## src/rtl/id_stage_hz.sv

```systemverilog
// Instruction-decode stage: field decode, sign-extended immediate, register file with WB port,
// forwarding selects and load-use interlock. Optional macro: ID_WB_BYPASS_EN (WB-to-read bypass).
module id_stage_hz #(
   parameter int         DATA_W  = 32,
   parameter int         NREG    = 32,
   parameter logic [5:0] OP_LDW  = 6'h23,
   parameter logic [5:0] OP_SDW  = 6'h2B,
   parameter logic [5:0] OP_BEQ  = 6'h04,
   parameter logic [5:0] OP_JUMP = 6'h02,
   localparam int        REG_AW  = $clog2(NREG)
) (
   input  logic              clk,
   input  logic              rst_n,
   input  logic [31:0]       instr_in,
   input  logic              instr_valid,
   input  logic              flush,
   input  logic              wb_we,
   input  logic [REG_AW-1:0] wb_addr,
   input  logic [DATA_W-1:0] wb_data,
   output logic              id_stall,
   output logic              valid_out,
   output logic [5:0]        opcode_out,
   output logic [REG_AW-1:0] rwd_out,
   output logic [DATA_W-1:0] imm_out,
   output logic [DATA_W-1:0] val_rs_out,
   output logic [DATA_W-1:0] val_rt_out,
   output logic [1:0]        rs_fwd,
   output logic [1:0]        rt_fwd
);

   logic [DATA_W-1:0] r_rf [NREG];

   logic              r_valid;
   logic [5:0]        r_opcode;
   logic [REG_AW-1:0] r_rwd;
   logic [DATA_W-1:0] r_imm;
   logic [DATA_W-1:0] r_val_rs;
   logic [DATA_W-1:0] r_val_rt;
   logic [1:0]        r_rs_fwd;
   logic [1:0]        r_rt_fwd;

   // Destination history of the instructions now in EX (h1), MEM (h2) and WB (h3).
   logic [REG_AW-1:0] r_h1;
   logic [REG_AW-1:0] r_h2;
   logic [REG_AW-1:0] r_h3;
   logic              r_h1_ld;

   logic [5:0]                   w_op;
   logic                         w_is_ldw;
   logic                         w_is_sdw;
   logic                         w_is_beq;
   logic                         w_is_jmp;
   logic [REG_AW-1:0]            w_dest;
   logic [DATA_W-1:0]            w_imm;
   logic [1:0][REG_AW-1:0]       w_src;
   logic [1:0]                   w_use;
   logic [1:0][DATA_W-1:0]       w_rd;
   logic [1:0][1:0]              w_fwd;
   logic [1:0]                   w_ld_hit;
   logic                         w_stall_raw;
   logic                         w_issue;

   assign w_op     = instr_in[31:26];
   assign w_is_ldw = (w_op == OP_LDW);
   assign w_is_sdw = (w_op == OP_SDW);
   assign w_is_beq = (w_op == OP_BEQ);
   assign w_is_jmp = (w_op == OP_JUMP);

   // Source 0 is rs, source 1 is rt; rt moves to [25:21] for formats that have no destination there.
   assign w_src[0] = instr_in[16 +: REG_AW];
   assign w_src[1] = (w_is_sdw || w_is_beq || w_is_ldw) ? instr_in[21 +: REG_AW]
                                                         : instr_in[11 +: REG_AW];
   assign w_use[0] = !w_is_jmp;
   assign w_use[1] = !w_is_jmp && !w_is_ldw;
   assign w_dest   = (w_is_sdw || w_is_beq || w_is_jmp) ? '0 : instr_in[21 +: REG_AW];
   assign w_imm    = {{(DATA_W-16){instr_in[15]}}, instr_in[15:0]};

   genvar gi;
   generate
      for (gi = 0; gi < 2; gi++) begin : g_src
         logic [DATA_W-1:0] w_rd_g;
         logic [1:0]        w_fwd_g;

         always_comb begin
            w_rd_g = '0;
            if (w_src[gi] != '0) begin
               w_rd_g = r_rf[w_src[gi]];
`ifdef ID_WB_BYPASS_EN
               if (wb_we && (wb_addr == w_src[gi]))
                  w_rd_g = wb_data;
`endif
            end
         end

         always_comb begin
            w_fwd_g = 2'd0;
            if (w_use[gi] && (w_src[gi] != '0)) begin
               if (w_src[gi] == r_h1)
                  w_fwd_g = 2'd1;
               else if (w_src[gi] == r_h2)
                  w_fwd_g = 2'd2;
`ifndef ID_WB_BYPASS_EN
               else if (w_src[gi] == r_h3)
                  w_fwd_g = 2'd3;
`endif
            end
         end

         assign w_rd[gi]     = w_rd_g;
         assign w_fwd[gi]    = w_fwd_g;
         assign w_ld_hit[gi] = r_h1_ld && w_use[gi] && (w_src[gi] != '0) && (w_src[gi] == r_h1);
      end
   endgenerate

   assign w_stall_raw = instr_valid && !flush && (|w_ld_hit);
   assign w_issue     = instr_valid && !flush && !w_stall_raw;
   assign id_stall    = rst_n && w_stall_raw;

   // Register file keeps its contents across reset.
   always_ff @(posedge clk) begin
      if (wb_we && (wb_addr != '0))
         r_rf[wb_addr] <= wb_data;
   end

   always_ff @(posedge clk) begin
      if (!rst_n) begin
         r_valid  <= 1'b0;
         r_opcode <= '0;
         r_rwd    <= '0;
         r_imm    <= '0;
         r_val_rs <= '0;
         r_val_rt <= '0;
         r_rs_fwd <= '0;
         r_rt_fwd <= '0;
         r_h1     <= '0;
         r_h2     <= '0;
         r_h3     <= '0;
         r_h1_ld  <= 1'b0;
      end else begin
         r_h2 <= r_h1;
         r_h3 <= r_h2;
         if (w_issue) begin
            r_valid  <= 1'b1;
            r_opcode <= w_op;
            r_rwd    <= w_dest;
            r_imm    <= w_imm;
            r_val_rs <= w_rd[0];
            r_val_rt <= w_rd[1];
            r_rs_fwd <= w_fwd[0];
            r_rt_fwd <= w_fwd[1];
            r_h1     <= w_dest;
            r_h1_ld  <= w_is_ldw;
         end else begin
            r_valid  <= 1'b0;
            r_opcode <= '0;
            r_rwd    <= '0;
            r_imm    <= '0;
            r_val_rs <= '0;
            r_val_rt <= '0;
            r_rs_fwd <= '0;
            r_rt_fwd <= '0;
            r_h1     <= '0;
            r_h1_ld  <= 1'b0;
         end
      end
   end

   assign valid_out  = r_valid;
   assign opcode_out = r_opcode;
   assign rwd_out    = r_rwd;
   assign imm_out    = r_imm;
   assign val_rs_out = r_val_rs;
   assign val_rt_out = r_val_rt;
   assign rs_fwd     = r_rs_fwd;
   assign rt_fwd     = r_rt_fwd;

endmodule

```

## config.mk

```make
export PLATFORM = sky130hd
export DESIGN_NAME = id_stage_hz
export DESIGN_NICKNAME = d
export VERILOG_FILES = /design/src/rtl/id_stage_hz.sv
export SDC_FILE = /design/constraint.sdc
export NUM_CORES = 2
export LEC_CHECK = 0
export ABC_AREA = 0
export BUFFER_PORTS_ARGS = -buffer_cell sky130_fd_sc_hd__buf_2
export CAP_MARGIN = 15
export CORE_ASPECT_RATIO = 1.75
export CORE_MARGIN = 8
export CORE_UTILIZATION = 45
export CTS_BUF_LIST = sky130_fd_sc_hd__clkbuf_16
export CTS_CLUSTER_DIAMETER = 60
export DETAILED_ROUTE_END_ITERATION = 10
export GPL_TIMING_DRIVEN = 1
export SLEW_MARGIN = 20
export SYNTH_ARGS = -nofsm -noshare
export SYNTH_HDL_FRONTEND = slang
export SYNTH_SLANG_ARGS = --single-unit
```

## constraint.sdc

```tcl
create_clock -name clk -period 3.66 [get_ports clk]
set_input_delay 0.366 -clock clk [delete_from_list [all_inputs] [get_ports clk]]
set_output_delay 0.366 -clock clk [all_outputs]
set_load 0.02 [all_outputs]
```

* After elaboration in Yosys (flattened, before gate mapping) *
Memory sizes are Yosys's and may differ from the RTL's. A register that Yosys moved wholly into a read port is not among the register bits.
Index checks and enable logic that the tools add are counted.

storage, ports and cells
  register bits = 43
  memory bits (writable) = 1024
  input bits = 74
  output and inout port bits = 113
  logic and storage cells = 71
  memories = 1

memories
  memory  depth  bits a word  read ports  clocked after Yosys merged registers in  wr ports  line  source
  r_rf    32     32           2           2                                        1         31    logic [DATA_W-1:0] r_rf [NREG];

operators by class
  equal/unequal tests = 10
  muxes and demuxes = 10
  bitwise operators = 4
  reductions and logical operators = 35

operators by type and width
  cell                                                                    count
  5-bit equality test                                                     6
  5-bit nonzero test                                                      3
  1-bit logical AND                                                       14
  6-bit equality test (second input constant)                             2
  3-bit AND reduction                                                     4
  2-bit two-way mux                                                       4
  4-bit OR reduction                                                      2
  6-bit by 2-bit equality test with 1-bit output (second input constant)  1
  6-bit by 3-bit equality test with 1-bit output (second input constant)  1
  1-bit zero test                                                         6
  1-bit two-way mux                                                       5
  5-bit two-way mux                                                       1
  1-bit inverter                                                          4
  1-bit logical OR                                                        3
  3-bit OR reduction                                                      1
  2-bit AND reduction                                                     1
  2-bit OR reduction                                                      1

* Depth between registers and ports, before layout *
  depth in word-level cells = 13
  mapped depth = 12
  mapped depth without buffers = 8

* Least setup slack after synthesis *
No wires, ideal clock.

  path kind = input port to flip-flop
  start point = in wb_addr[0]
  end point = mem r_rf[11][0] (enable)
  library setup time = 0.461 ns
  arrival time = 3.081 ns
  required time = 3.199 ns
  path slack = 0.118 ns
  cell stages on the path = 3
  buffers on the path = 1
  cell sequence = clkbuf_1 > nand3_1 > nor3_1

on the way
  word-level cells in the longest chain between the ends = 4

RTL lines
  element                                  line  source
  from (decl)                              18    input logic [REG_AW-1:0] wb_addr,
  5-bit nonzero test                       121   if (wb_we && (wb_addr != '0))
  1-bit logical AND                        121
  1-bit two-way mux                        121
  1-bit two-way mux (implied by the code)  122   r_rf[wb_addr] <= wb_data;
  to (decl)                                31

Parallel ways exist; a longest one is shown, timed or not.

* Final worst setup path *
  start point = in instr_in[27]
  end point = out id_stall

on the way
  word-level cells in the longest chain between the ends = 10
  elaborated cells between the ends (all ways) = 21
  classes of those cells = 5 x eq/ne; 1 x mux; 15 x reduce/logical

RTL lines
  element                                                                                line    source
  from (decl)                                                                            14      input logic [31:0] instr_in,
  6-bit equality test or 6-bit by 3-bit equality test with 1-bit output (tied branches)  65, 66
  1-bit logical OR (2 in a row)                                                          71      assign w_src[1] = (w_is_sdw || w_is_beq || w_is_ldw) ? instr_in[21 +: REG_AW]
  5-bit two-way mux                                                                      71
  5-bit nonzero test                                                                     111     assign w_ld_hit[gi] = r_h1_ld && w_use[gi] && (w_src[gi] != '0) && (w_src[gi] == r_h1);
  1-bit logical AND (2 in a row)                                                         111
  2-bit OR reduction *                                                                   115     assign w_stall_raw = instr_valid && !flush && (|w_ld_hit);
  1-bit logical AND *                                                                    115
  1-bit logical AND *                                                                    117     assign id_stall = rst_n && w_stall_raw;
  to (decl)                                                                              20      output logic id_stall,

Mark *: on every way between the ends. The rest lies on a longest branch, timed or not.

==> results.ini <==
[final_layout]
final_cells = 4669
nets = 3171
fillers = 8895
drive_above_1_share = 0.2791
area_growth_pct = 15.55

[timing]
tns_ns = 0
drv_slew = 0
worst_clock_skew_ns = 0.03623
fin_ws_ns = 0.2815
min_period_over_period = 0.9231
final-hold-violation-count = 0
fmaxAchievable_mhz = 296.0
rsz0062_at_grt = false
hold_slack_ns = 0.07289
finalSetupViolCount = 0
fin_crit_ns = 3.379
relSlewSlack = 0.3662
worst_pin_slew_ns = 0.9507

[worst_setup_path]
crit_chain = buf_2, or3b_1, o32a_2, mux2i_4, xnor2_1, nor3_2, a31oi_2, nor4_1, buf_2
crit_arrival_ns = 3.01
slowest_delay_ns = 0.47
crit_path_frequent_cell = buf_2
cp_slowest_cell = mux2i_4
reg2regPathDepth = 9
cp_max_fo = 8
regToRegSetupSlack_ns = 1.16
timing.rr.start = r_h1[1]$_SDFF_PP0_
startpoint_type = primary input
critical_path.reg2reg.endpoint = opcode_out[5]$_SDFF_PN0_
critPathKind = primary input to output pin
worstPathRequired_ns = 3.29
worstSetupEndpointType = output pin

[clock_tree]
tritoncts = done
clk_pin_slew_worst_paths_ns = 0.06
cts_sinks = 1131
cts_max_path_buffers = 3
clk_latency_ns = 0.72
root_buffer = clkbuf_16
htreeDepth = 3
cts_buffers = 104

[floorplanning]
ios = 187
die_height_um = 458.7
core_um2 = 111300
die_area_um2 = 123400
start_util = 0.4528
fp.dieW_um = 269.0
fp-row-count = 162

[placed_design]
dp_hpwl_um = 95800
placedCellCount = 4438
place_ws_ns = -0.06591
numPortBuffers = 186
gp_congestion = 0.8443

[yosys]
syn_avg_cell_area_um2 = 17.98
yosysWarnings = 0
synth-edff-count = 1024
synth_most_common_cell = edfxtp_1
yosys.area.top_type = edfxtp_1
async_reset_ff_frac = 0
yosys_most_used_dff = edfxtp_1
ys_types = 47
yosys_register_bits = 1131
syn-instance-count = 2803
ys_seq_area_frac = 0.6527
syn_area_um2 = 50390
synth_top_area_frac = 0.6102
netlist_top_cells_area = edfxtp_1, mux4_2, mux2i_1
yosys-top-cells-count = edfxtp_1, mux2i_1, mux4_2, o22ai_1, dfxtp_1

[power_and_ir_drop]
p_int_mw = 21.72
sw_frac_of_total = 0.2303
power.total_mw = 28.22
peakVddDrop_mv = 0.3168
power_frac_clock = 0.400
p_seq_frac = 0.510
p_comb_frac = 0.090
p_leak_nw = 20.45
switchingPower_mw = 6.499
power_density_nw_per_um2 = 484.6

[global_routing]
grt_remaining_overflow = 0
grtUsageMet3 = 0.03750
grt_pass1_wl_um = 224600
grt_pass1_vias = 31200
busiest_layer = met2
grt.met2_usage = 0.4383
antenna_found_initial = 13
grt.total_usage = 0.2554
grt_max_degree = 71
use_met1 = 0.3237

[drt]
avgViaCountPerCell = 6.467
via_count = 30190
ant_nets = 0
post_drt_wl_per_cell_um = 34.23
first_pass_iters = 6
drt-total-wl_um = 159800
drt_iter0_drc = 3337
drc = 0

[hold_path]
hold_start = instr_in[30]
holdPathStages = 3
hold_path.class = primary input to flop
hold_end = r_h1[2]$_SDFF_PP0_

[status]
status = complete, no violations

[flow_run]
maxCapViolCount = 0

## stage by stage
step / cell area [um^2] / utilization
after detailed placement: 54410 / 0.4889
after CTS: 58210 / 0.5231
after global placement: 54410 / 0.4889
final: 58230 / 0.5233
after global routing: 58220 / 0.5232
after floorplan: 50510 / -
## power groups by stage
| stage | sequential [mW] | clock [mW] | combinational [mW] |
|---|---|---|---|
| 6_report | 14.4 | 11.3 | 2.53 |
| 5_1_grt | 14.4 | 11.8 | 2.66 |
| 4_1_cts | 14.4 | 11.4 | 2.54 |
| 3_5_place_dp | 14.7 | 0 | 2.51 |
| 3_3_place_gp | 14.6 | 0 | 2.48 |
| 2_1_floorplan | 14.7 | 0 | 1.47 |
## how the worst max path moves through the flow
stage	start	to	slack, ns	depth (start not counted)
6_report	instr_in[27]	id_stall	0.28	9
5_1_grt	instr_in[27]	id_stall	0.09	9
4_1_cts	instr_in[28]	id_stall	0.12	9
3_5_place_dp	instr_in[27]	val_rt_out[19]$_SDFF_PN0_	-0.07	10
3_3_place_gp	instr_in[27]	val_rt_out[19]$_SDFF_PN0_	-0.05	10
2_1_floorplan	wb_addr[0]	r_rf[11][0]$_DFFE_PP_	0.12	3
## cells in the final DEF, fill, tap and decap left out, types with 22 or more instances in the layout
cell type | synthesis | routed
a211oi_1 | 32 | 32
and2_1 | 32 | 32
buf_12 | 0 | 46
buf_2 | 76 | 181
buf_4 | 20 | 126
clkbuf_16 | 0 | 107
conb_1 | 1 | 32
dfxtp_1 | 107 | 107
dlygate4sd3_1 | 0 | 29
edfxtp_1 | 1024 | 1024
mux2i_1 | 547 | 545
mux4_2 | 320 | 320
nor2_1 | 63 | 41
nor2_4 | 0 | 22
nor4_1 | 65 | 65
o221ai_1 | 32 | 32
o22a_1 | 33 | 33
o22ai_1 | 192 | 192
## registers in the layout (all words and copies together) (netlist names)
name        cells
r_h1            5
opcode_out      6
r_h3            5
imm_out        16
valid_out       1
val_rs_out     32
rt_fwd          2
r_rf         1024
val_rt_out     32
r_h1_ld         1
r_h2            5
rs_fwd          2
## worst max-delay path: cells and delay by family
family | cells | cell delay (ns)
AOI/OAI and AO/OA | 2 | 0.57
xor gates and xnor gates | 1 | 0.13
buffers and inverters | 2 | 0.37
muxes | 1 | 0.47
and+or+nand+nor | 3 | 1.09
## per-layer routing
layer  part of all wire  wire length [um]
met2               0.51             81260
met1               0.38             60360
met5                  0                 0
met4              0.039              6312
met3              0.074             11900
## what timing repair did
item                       4_1_cts  5_1_grt
hold buffers                    29        0
setup endpoints to repair        0        1
hold endpoints to repair        38        0
resized for setup                0        1
setup buffers                    0        0
## kinds of logic (layout without fill, tap and decap cells)
family,count (synthesis),in the layout,synth area share
xor gates and xnor gates,30,30,0.005215
AOI/OAI and AO/OA,303,303,0.04204
buffers and inverters,231,582,0.02133
other,1,40,0.00007442
DFF,1131,1131,0.6527
muxes,874,874,0.2536
and+or+nand+nor,233,233,0.02503
## layout make-up
type | count | area (um^2) | share of cell area
diodes | 8 | 20.02 | 0.0003438
flip-flops and latches | 1131 | 32890 | 0.5649
inverters | 3 | 11.26 | 0.0001934
clock inverters | 87 | 830.8 | 0.01427
clock buffers | 107 | 2678 | 0.04598
multi-input cells | 1472 | 16840 | 0.2893
well taps | 1476 | 1847 | 0.03172
repair buffers | 385 | 3104 | 0.05331
Power figures use the tool's default switching activity.
